File: config.mk
export PLATFORM = sky130hd
export DESIGN_NAME = eae_unit
export DESIGN_NICKNAME = d
export VERILOG_FILES = /design/src/rtl/eae_unit.sv
export SDC_FILE = /design/constraint.sdc
export NUM_CORES = 1
export LEC_CHECK = 0
export BUFFER_PORTS_ARGS = -buffer_cell sky130_fd_sc_hd__buf_2
export CORE_UTILIZATION = 40
export DETAILED_ROUTE_END_ITERATION = 10
export PLACE_DENSITY_LB_ADDON = 0.15
export SKIP_LAST_GASP = 1
export SLEW_MARGIN = 20
export SYNTH_ARGS = -nofsm -noshare
export SYNTH_HDL_FRONTEND = slang
export SYNTH_SLANG_ARGS = --single-unit
File: constraint.sdc
create_clock -name clk -period 7.5 [get_ports clk]
set_input_delay 0 -clock clk [delete_from_list [all_inputs] [get_ports clk]]
set_output_delay 0 -clock clk [all_outputs]
set_load 0.01 [all_outputs]
File: src/rtl/eae_unit.sv
// PDP-8/e EAE sequencer: MUY/DIV/NMI/SHL/ASR/LSR one step per EAE1 cycle, write-back strobe in F3; no backpressure.
// Define EAE_MODE_B_EN to honour SWAB/SWBA and the mode-B shift count; otherwise mode A only.
module eae_unit #(
  parameter int WIDTH   = 12,
  parameter int SC_BITS = 5
) (
  input  logic               clk,
  input  logic               reset,
  input  logic [4:0]         state,
  input  logic [0:WIDTH-1]   instruction,
  input  logic [0:WIDTH-1]   ac_in,
  input  logic [0:WIDTH-1]   mq_in,
  input  logic               link_in,
  input  logic [0:WIDTH-1]   operand,
  output logic [0:WIDTH-1]   ac_out,
  output logic [0:WIDTH-1]   mq_out,
  output logic               link_out,
  output logic               eae_we,
  output logic [SC_BITS-1:0] sc,
  output logic               EAE_mode,
  output logic               EAE_loop
);

  localparam logic [4:0] EAE0 = 5'd8;
  localparam logic [4:0] EAE1 = 5'd9;

  typedef enum logic [2:0] {
    OP_NONE, OP_MUY, OP_DIV, OP_NMI, OP_SHL, OP_ASR, OP_LSR
  } op_t;

  op_t                 dec_op, op;
  logic [0:WIDTH-1]    w_ac, w_mq, w_opnd;
  logic                w_l;
  logic [5:0]          cnt, n_cnt, shift_cnt;
  logic [0:WIDTH-1]    n_ac, n_mq;
  logic                n_l;
  logic [SC_BITS-1:0]  n_sc;
  logic [WIDTH:0]      add_sum, div_rem;
  logic                div_ge, cur_norm, nxt_norm, mode_b;

  function automatic logic is_norm(input logic [0:WIDTH-1] a, input logic [0:WIDTH-1] m);
    return (a[0] ^ a[1]) || ({a, m} == 24'd0) || ({a, m} == 24'o40000000);
  endfunction

`ifdef EAE_MODE_B_EN
  localparam logic [4:0]       F3   = 5'd3;
  localparam logic [0:WIDTH-1] SWAB = 12'o7431;
  localparam logic [0:WIDTH-1] SWBA = 12'o7447;
  logic mode_q;

  always_ff @(posedge clk) begin
    if (reset) begin
      mode_q <= 1'b0;
    end else if (state == F3) begin
      if (instruction == SWAB)
        mode_q <= 1'b1;
      else if (instruction == SWBA)
        mode_q <= 1'b0;
    end
  end

  assign mode_b = mode_q;
`else
  assign mode_b = 1'b0;
`endif

  assign EAE_mode = mode_b;

  // Only the 74x1 group with bits 6-7 clear carries an arithmetic code in bits 8-10.
  always_comb begin
    dec_op = OP_NONE;
    if (instruction[0:5] == 6'o74 && instruction[6:7] == 2'b00 && instruction[11]) begin
      case (instruction[8:10])
        3'd2:    dec_op = OP_MUY;
        3'd3:    dec_op = OP_DIV;
        3'd4:    dec_op = OP_NMI;
        3'd5:    dec_op = OP_SHL;
        3'd6:    dec_op = OP_ASR;
        3'd7:    dec_op = OP_LSR;
        default: dec_op = OP_NONE;
      endcase
    end
  end

  assign shift_cnt = mode_b ? {1'b0, operand[7:11]} : ({1'b0, operand[7:11]} + 6'd1);

  always_comb begin
    n_ac     = w_ac;
    n_mq     = w_mq;
    n_l      = w_l;
    n_sc     = sc;
    n_cnt    = cnt;
    add_sum  = {1'b0, w_ac} + (w_mq[11] ? {1'b0, w_opnd} : '0);
    div_rem  = {w_ac, w_mq[0]};
    div_ge   = (div_rem >= {1'b0, w_opnd});
    cur_norm = is_norm(w_ac, w_mq);
    if (op == OP_NMI) begin
      if (!cur_norm) begin
        {n_ac, n_mq} = {w_ac[1:11], w_mq, 1'b0};
        n_sc         = sc + SC_BITS'(1);
      end
    end else if (cnt != '0) begin
      n_cnt = cnt - 6'd1;
      case (op)
        OP_MUY: begin
          {n_ac, n_mq} = {add_sum, w_mq[0:10]};
          n_l          = 1'b0;
        end
        OP_DIV: begin
          // Remainder after subtraction is below the divisor, so 12 bits suffice.
          n_ac = div_ge ? (div_rem[WIDTH-1:0] - w_opnd) : div_rem[WIDTH-1:0];
          n_mq = {w_mq[1:11], div_ge};
          n_l  = 1'b0;
        end
        OP_SHL: begin
          {n_ac, n_mq} = {w_ac[1:11], w_mq, 1'b0};
          n_l          = w_ac[0];
        end
        OP_ASR: begin
          {n_ac, n_mq} = {w_ac[0], w_ac, w_mq[0:10]};
          n_l          = w_ac[0];
        end
        OP_LSR: begin
          {n_ac, n_mq} = {1'b0, w_ac, w_mq[0:10]};
          n_l          = 1'b0;
        end
        default: ;
      endcase
    end
    nxt_norm = is_norm(n_ac, n_mq);
  end

  assign EAE_loop = (state == EAE1) && ((op == OP_NMI) ? !nxt_norm : (cnt > 6'd1));

  always_ff @(posedge clk) begin
    if (reset) begin
      w_ac     <= '0;
      w_mq     <= '0;
      w_opnd   <= '0;
      w_l      <= 1'b0;
      op       <= OP_NONE;
      cnt      <= '0;
      sc       <= '0;
      ac_out   <= '0;
      mq_out   <= '0;
      link_out <= 1'b0;
      eae_we   <= 1'b0;
    end else begin
      eae_we <= 1'b0;
      if (state == EAE0) begin
        w_ac   <= ac_in;
        w_mq   <= mq_in;
        w_l    <= link_in;
        w_opnd <= operand;
        op     <= dec_op;
        case (dec_op)
          OP_MUY: cnt <= 6'd12;
          OP_DIV: begin
            // Quotient would not fit in 12 bits: flag in link and skip the steps.
            if (ac_in >= operand) begin
              w_l <= 1'b1;
              cnt <= '0;
            end else begin
              cnt <= 6'd12;
            end
          end
          OP_NMI: begin
            cnt <= '0;
            sc  <= '0;
          end
          OP_SHL, OP_ASR, OP_LSR: cnt <= shift_cnt;
          default: cnt <= '0;
        endcase
      end else if (state == EAE1) begin
        w_ac <= n_ac;
        w_mq <= n_mq;
        w_l  <= n_l;
        cnt  <= n_cnt;
        sc   <= n_sc;
        if (!EAE_loop) begin
          ac_out   <= n_ac;
          mq_out   <= n_mq;
          link_out <= n_l;
          eae_we   <= 1'b1;
        end
      end
    end
  end

endmodule

==> run_results.csv <==
group,metric,value,unit
worst_hold_path,hold_depth,3,
yosys,synth_top_area_share,21.8,%
clock_tree,cts_root_buffer,"clkbuf_16",
place,placed_area,7650,sq um
place,dpl.hpwl,18300,microns
yosys,synthArstFlopShare,0,%
flow_run,maxCapViolCount,0,
floorplan,pin_count,89,
finish,syn2layout_area_growth,14.6,%
floorplan,start_util,40.9,%
finish,fin_area,8090,sq um
setup_path,critPathArrivalTime,6.36,ns
sta,drv_slew,0,
setup_path,regToRegEndpoint,"ac_out[7]",
clock_tree,cts_setup_buffers,0,
setup_path,reg2reg_depth,24,
finish,nets,1128,
detailed_routing,dr.pass1.iters,5,
finish,final-seq-area,1540,sq um
yosys,synth_area,7060,sq um
clock_tree,clk_pin_slew,0.06,ns
yosys,yosysWarningCount,0,
finish,diodes,0,
setup_path,r2r_setup_slack,1.37,ns
power_and_ir_drop,p_per_area,133,nW/um^2
floorplan,die_y,135,microns
detailed_routing,first_iter_violations,793,
sta,setup_violations,0,
sta,hold_viol,0,
detailed_routing,via_count,7644,
detailed_routing,routed_via_density,6.10,
grt,grt_pass1_vias,6829,
grt,overflow,0,
status,status,"completed",
grt,grt_antenna_before_repair,0,
power_and_ir_drop,leakagePower,3.40,nW
detailed_routing,wl_per_cell,20.3,microns
worst_hold_path,whs_endpoint,"w_mq[9]",
grt,gr-usage-all-layers,27.9,%
finish,fillCellCount,1792,
sta,period_share,81.7,%
power_and_ir_drop,vdd_ir_drop_max,0.000122,V
detailed_routing,drt.antenna.violating_nets,0,
power_and_ir_drop,total_power,1.07,mW
floorplan,die_w,135,microns
yosys,synth_area_leader_cell,"dfxtp_1",
setup_path,reg2reg_from,"w_mq[0]",
yosys,synth_edf_count,0,
clock_tree,clk_path_buf_depth,2,
clock_tree,cts_tree,"yes",
clock_tree,htreeDepth,3,
yosys,yosys_register_bits,77,
setup_path,critical_path.endpoint_type,"register",
place,routabilityCongestion,0.983,
sta,hold_slack,0.00804,ns
clock_tree,clock-sinks,77,
yosys,synthFlopType,"dfxtp_1",
sta,period_needed,6.13,ns
sta,timing.fmax,163,MHz
grt,grt_max_degree,77,
detailed_routing,drt_wl_total,25400,microns
setup_path,required,7.73,ns
setup_path,crit_path_max_fanout,24,
sta,slew-limit-headroom,36.8,%
floorplan,rows,48,
grt,grt_pass1_wl,38800,microns
clock_tree,clock_latency,0.35,ns
sta,timing_worst_slew_pin_value,0.941,ns
sta,grt_setup_unrepaired,"no",
yosys,synthesis.nets,1063,
floorplan,coreArea,17200,sq um
finish,multi_input_comb_area,5040,sq um
clock_tree,cts_buffers,9,
setup_path,crit_type,"register to register",
yosys,ys_seq_area_share,21.8,%
worst_hold_path,hold_start,"mq_in[9]",
yosys,syn_avg_cell_area,7.35,sq um
sta,tns,0,ns
yosys,synth_area_leaders,"dfxtp_1 (22%), ha_1 (8.0%), a21oi_1 (6.2%), nor2_1 (6.1%), mux2i_1 (5.7%)",
floorplan,dieArea,18200,sq um
detailed_routing,drc,0,
yosys,synth_cell_types,81,
setup_path,critPathLaunchType,"register",
finish,drive_gt1_share,14.6,%
sta,layout_setup_ws,1.37,ns
yosys,postSynthCellCount,960,
place,place.port_buffers,87,
sta,skew,0.00902,ns
place,dpl_worst_slack,1.49,ns
worst_hold_path,hp-class,"input pin to register",
[cells by family after synthesis]
kind of cell | Yosys count | synth area share (%)
flip-flops | 77 | 21.8
AND/OR/NAND/NOR | 346 | 23.4
XOR/XNOR | 17 | 2.11
other | 1 | 0.0531
AO/OA/AOI/OAI | 298 | 28.4
adder cells (fa/ha/maj) | 47 | 8.54
multiplexers | 57 | 8.86
buffers and inverters | 117 | 6.81
[worst max-delay path by stage]
stage            start         end  slack [ns]  cells past startpoint
2_1_floorplan  w_mq[0]  ac_out[10]        2.04                     26
3_3_place_gp   w_mq[0]   ac_out[7]        1.60                     24
3_5_place_dp   w_ac[4]   ac_out[7]        1.49                     22
4_1_cts        w_ac[4]   ac_out[7]        1.44                     22
5_1_grt        w_mq[0]   ac_out[7]        0.94                     24
6_report       w_mq[0]   ac_out[7]        1.37                     24
[layer usage]
metal  GRT usage, %  wire length [microns]
met5              0                      0
met3           4.62                   1620
met2           43.9                  11500
met4           11.5                    832
met1           37.8                  11500
[layout by cell type (no fill, tap or decap), types with 6 or more instances in the layout]
| cell type | instances |
|---|---|
| inv_1 | 44 |
| mux2i_1 | 40 |
| a211o_1 | 7 |
| nand2b_1 | 12 |
| ha_1 | 45 |
| nor4_1 | 8 |
| nor2b_1 | 22 |
| buf_2 | 87 |
| nor2_1 | 114 |
| nand2_1 | 89 |
| o21ai_0 | 41 |
| and2_1 | 15 |
| clkbuf_16 | 9 |
| a22oi_1 | 8 |
| xnor2_1 | 7 |
| mux2_4 | 9 |
| or3_1 | 9 |
| xor2_1 | 10 |
| a211oi_1 | 35 |
| o211ai_1 | 6 |
| and3_1 | 11 |
| dfxtp_1 | 77 |
| o21a_1 | 10 |
| nand4_1 | 6 |
| a31oi_1 | 9 |
| nand3_1 | 16 |
| dlygate4sd3_1 | 15 |
| a21oi_1 | 87 |
| nor3_1 | 25 |
| buf_4 | 24 |
| a21o_1 | 16 |
| a221oi_1 | 11 |
[sequential cells by signal, summed over array words and instances (netlist names)]
register / cells
ac_out: 12
mq_out: 12
w_ac: 12
w_mq: 12
w_opnd: 12
cnt: 6
sc: 5
op: 3
eae_we: 1
link_out: 1
w_l: 1
[cell usage after synthesis, types with 11 or more instances]
library cell and instances:
a221oi_1 11, nor2b_1 22, a21o_1 16, nand2b_1 12, a21oi_1 87, and2_1 15, clkbuf_1 56, a211oi_1 35
nand3_1 16, inv_1 44, nand2_1 89, dfxtp_1 77, o21ai_0 41, nor2_1 114, mux2i_1 40, ha_1 45
and3_1 11, nor3_1 25
[report_power, final]
part	switching [mW]	total (mW)	internal (mW)
Clock	0.183	0.440	0.257
Combinational	0.128	0.209	0.0810
Sequential	0.0113	0.426	0.414
Total	0.322	1.07	0.753
[critical path, stage by stage, from the launching register on]
cell,delay (ns)
dfxtp_1,0.40
inv_1,0.18
ha_1,0.21
inv_1,0.06
fa_1,0.42
a211oi_1,0.36
nor2_1,0.14
a221oi_1,0.40
o21bai_1,0.13
a21oi_1,0.24
mux2i_1,0.23
nand2_1,0.07
a31o_2,0.24
nand2_1,0.10
ha_1,0.15
o22ai_1,0.07
nor2_1,0.10
o21ai_0,0.09
or4_1,0.47
or4b_1,0.46
nand4b_1,0.17
or3_1,0.42
o31a_1,0.30
buf_4,0.26
mux2_1,0.35
[area by class of cell]
cell class,count,area share [%]
clock inverters,5,0.742
well taps,225,3.48
inverters,45,2.09
repair buffers,126,9.47
flip-flops and latches,77,19.1
multi-input cells,766,62.3
clock buffers,10,2.83
[metrics by stage]
step	utilization, %	instances
3_3_place_gp	44.4	1224
5_1_grt	46.9	1254
4_1_cts	46.9	1254
2_1_floorplan	-	960
3_5_place_dp	44.4	1224
6_report	46.9	1254
[timing repair]
item / in CTS / in global routing
endpoints found under the hold margin: 15 / 0
gates resized for setup: 0 / 0
hold buffers: 15 / 0
(Power assumes the default switching activity.)
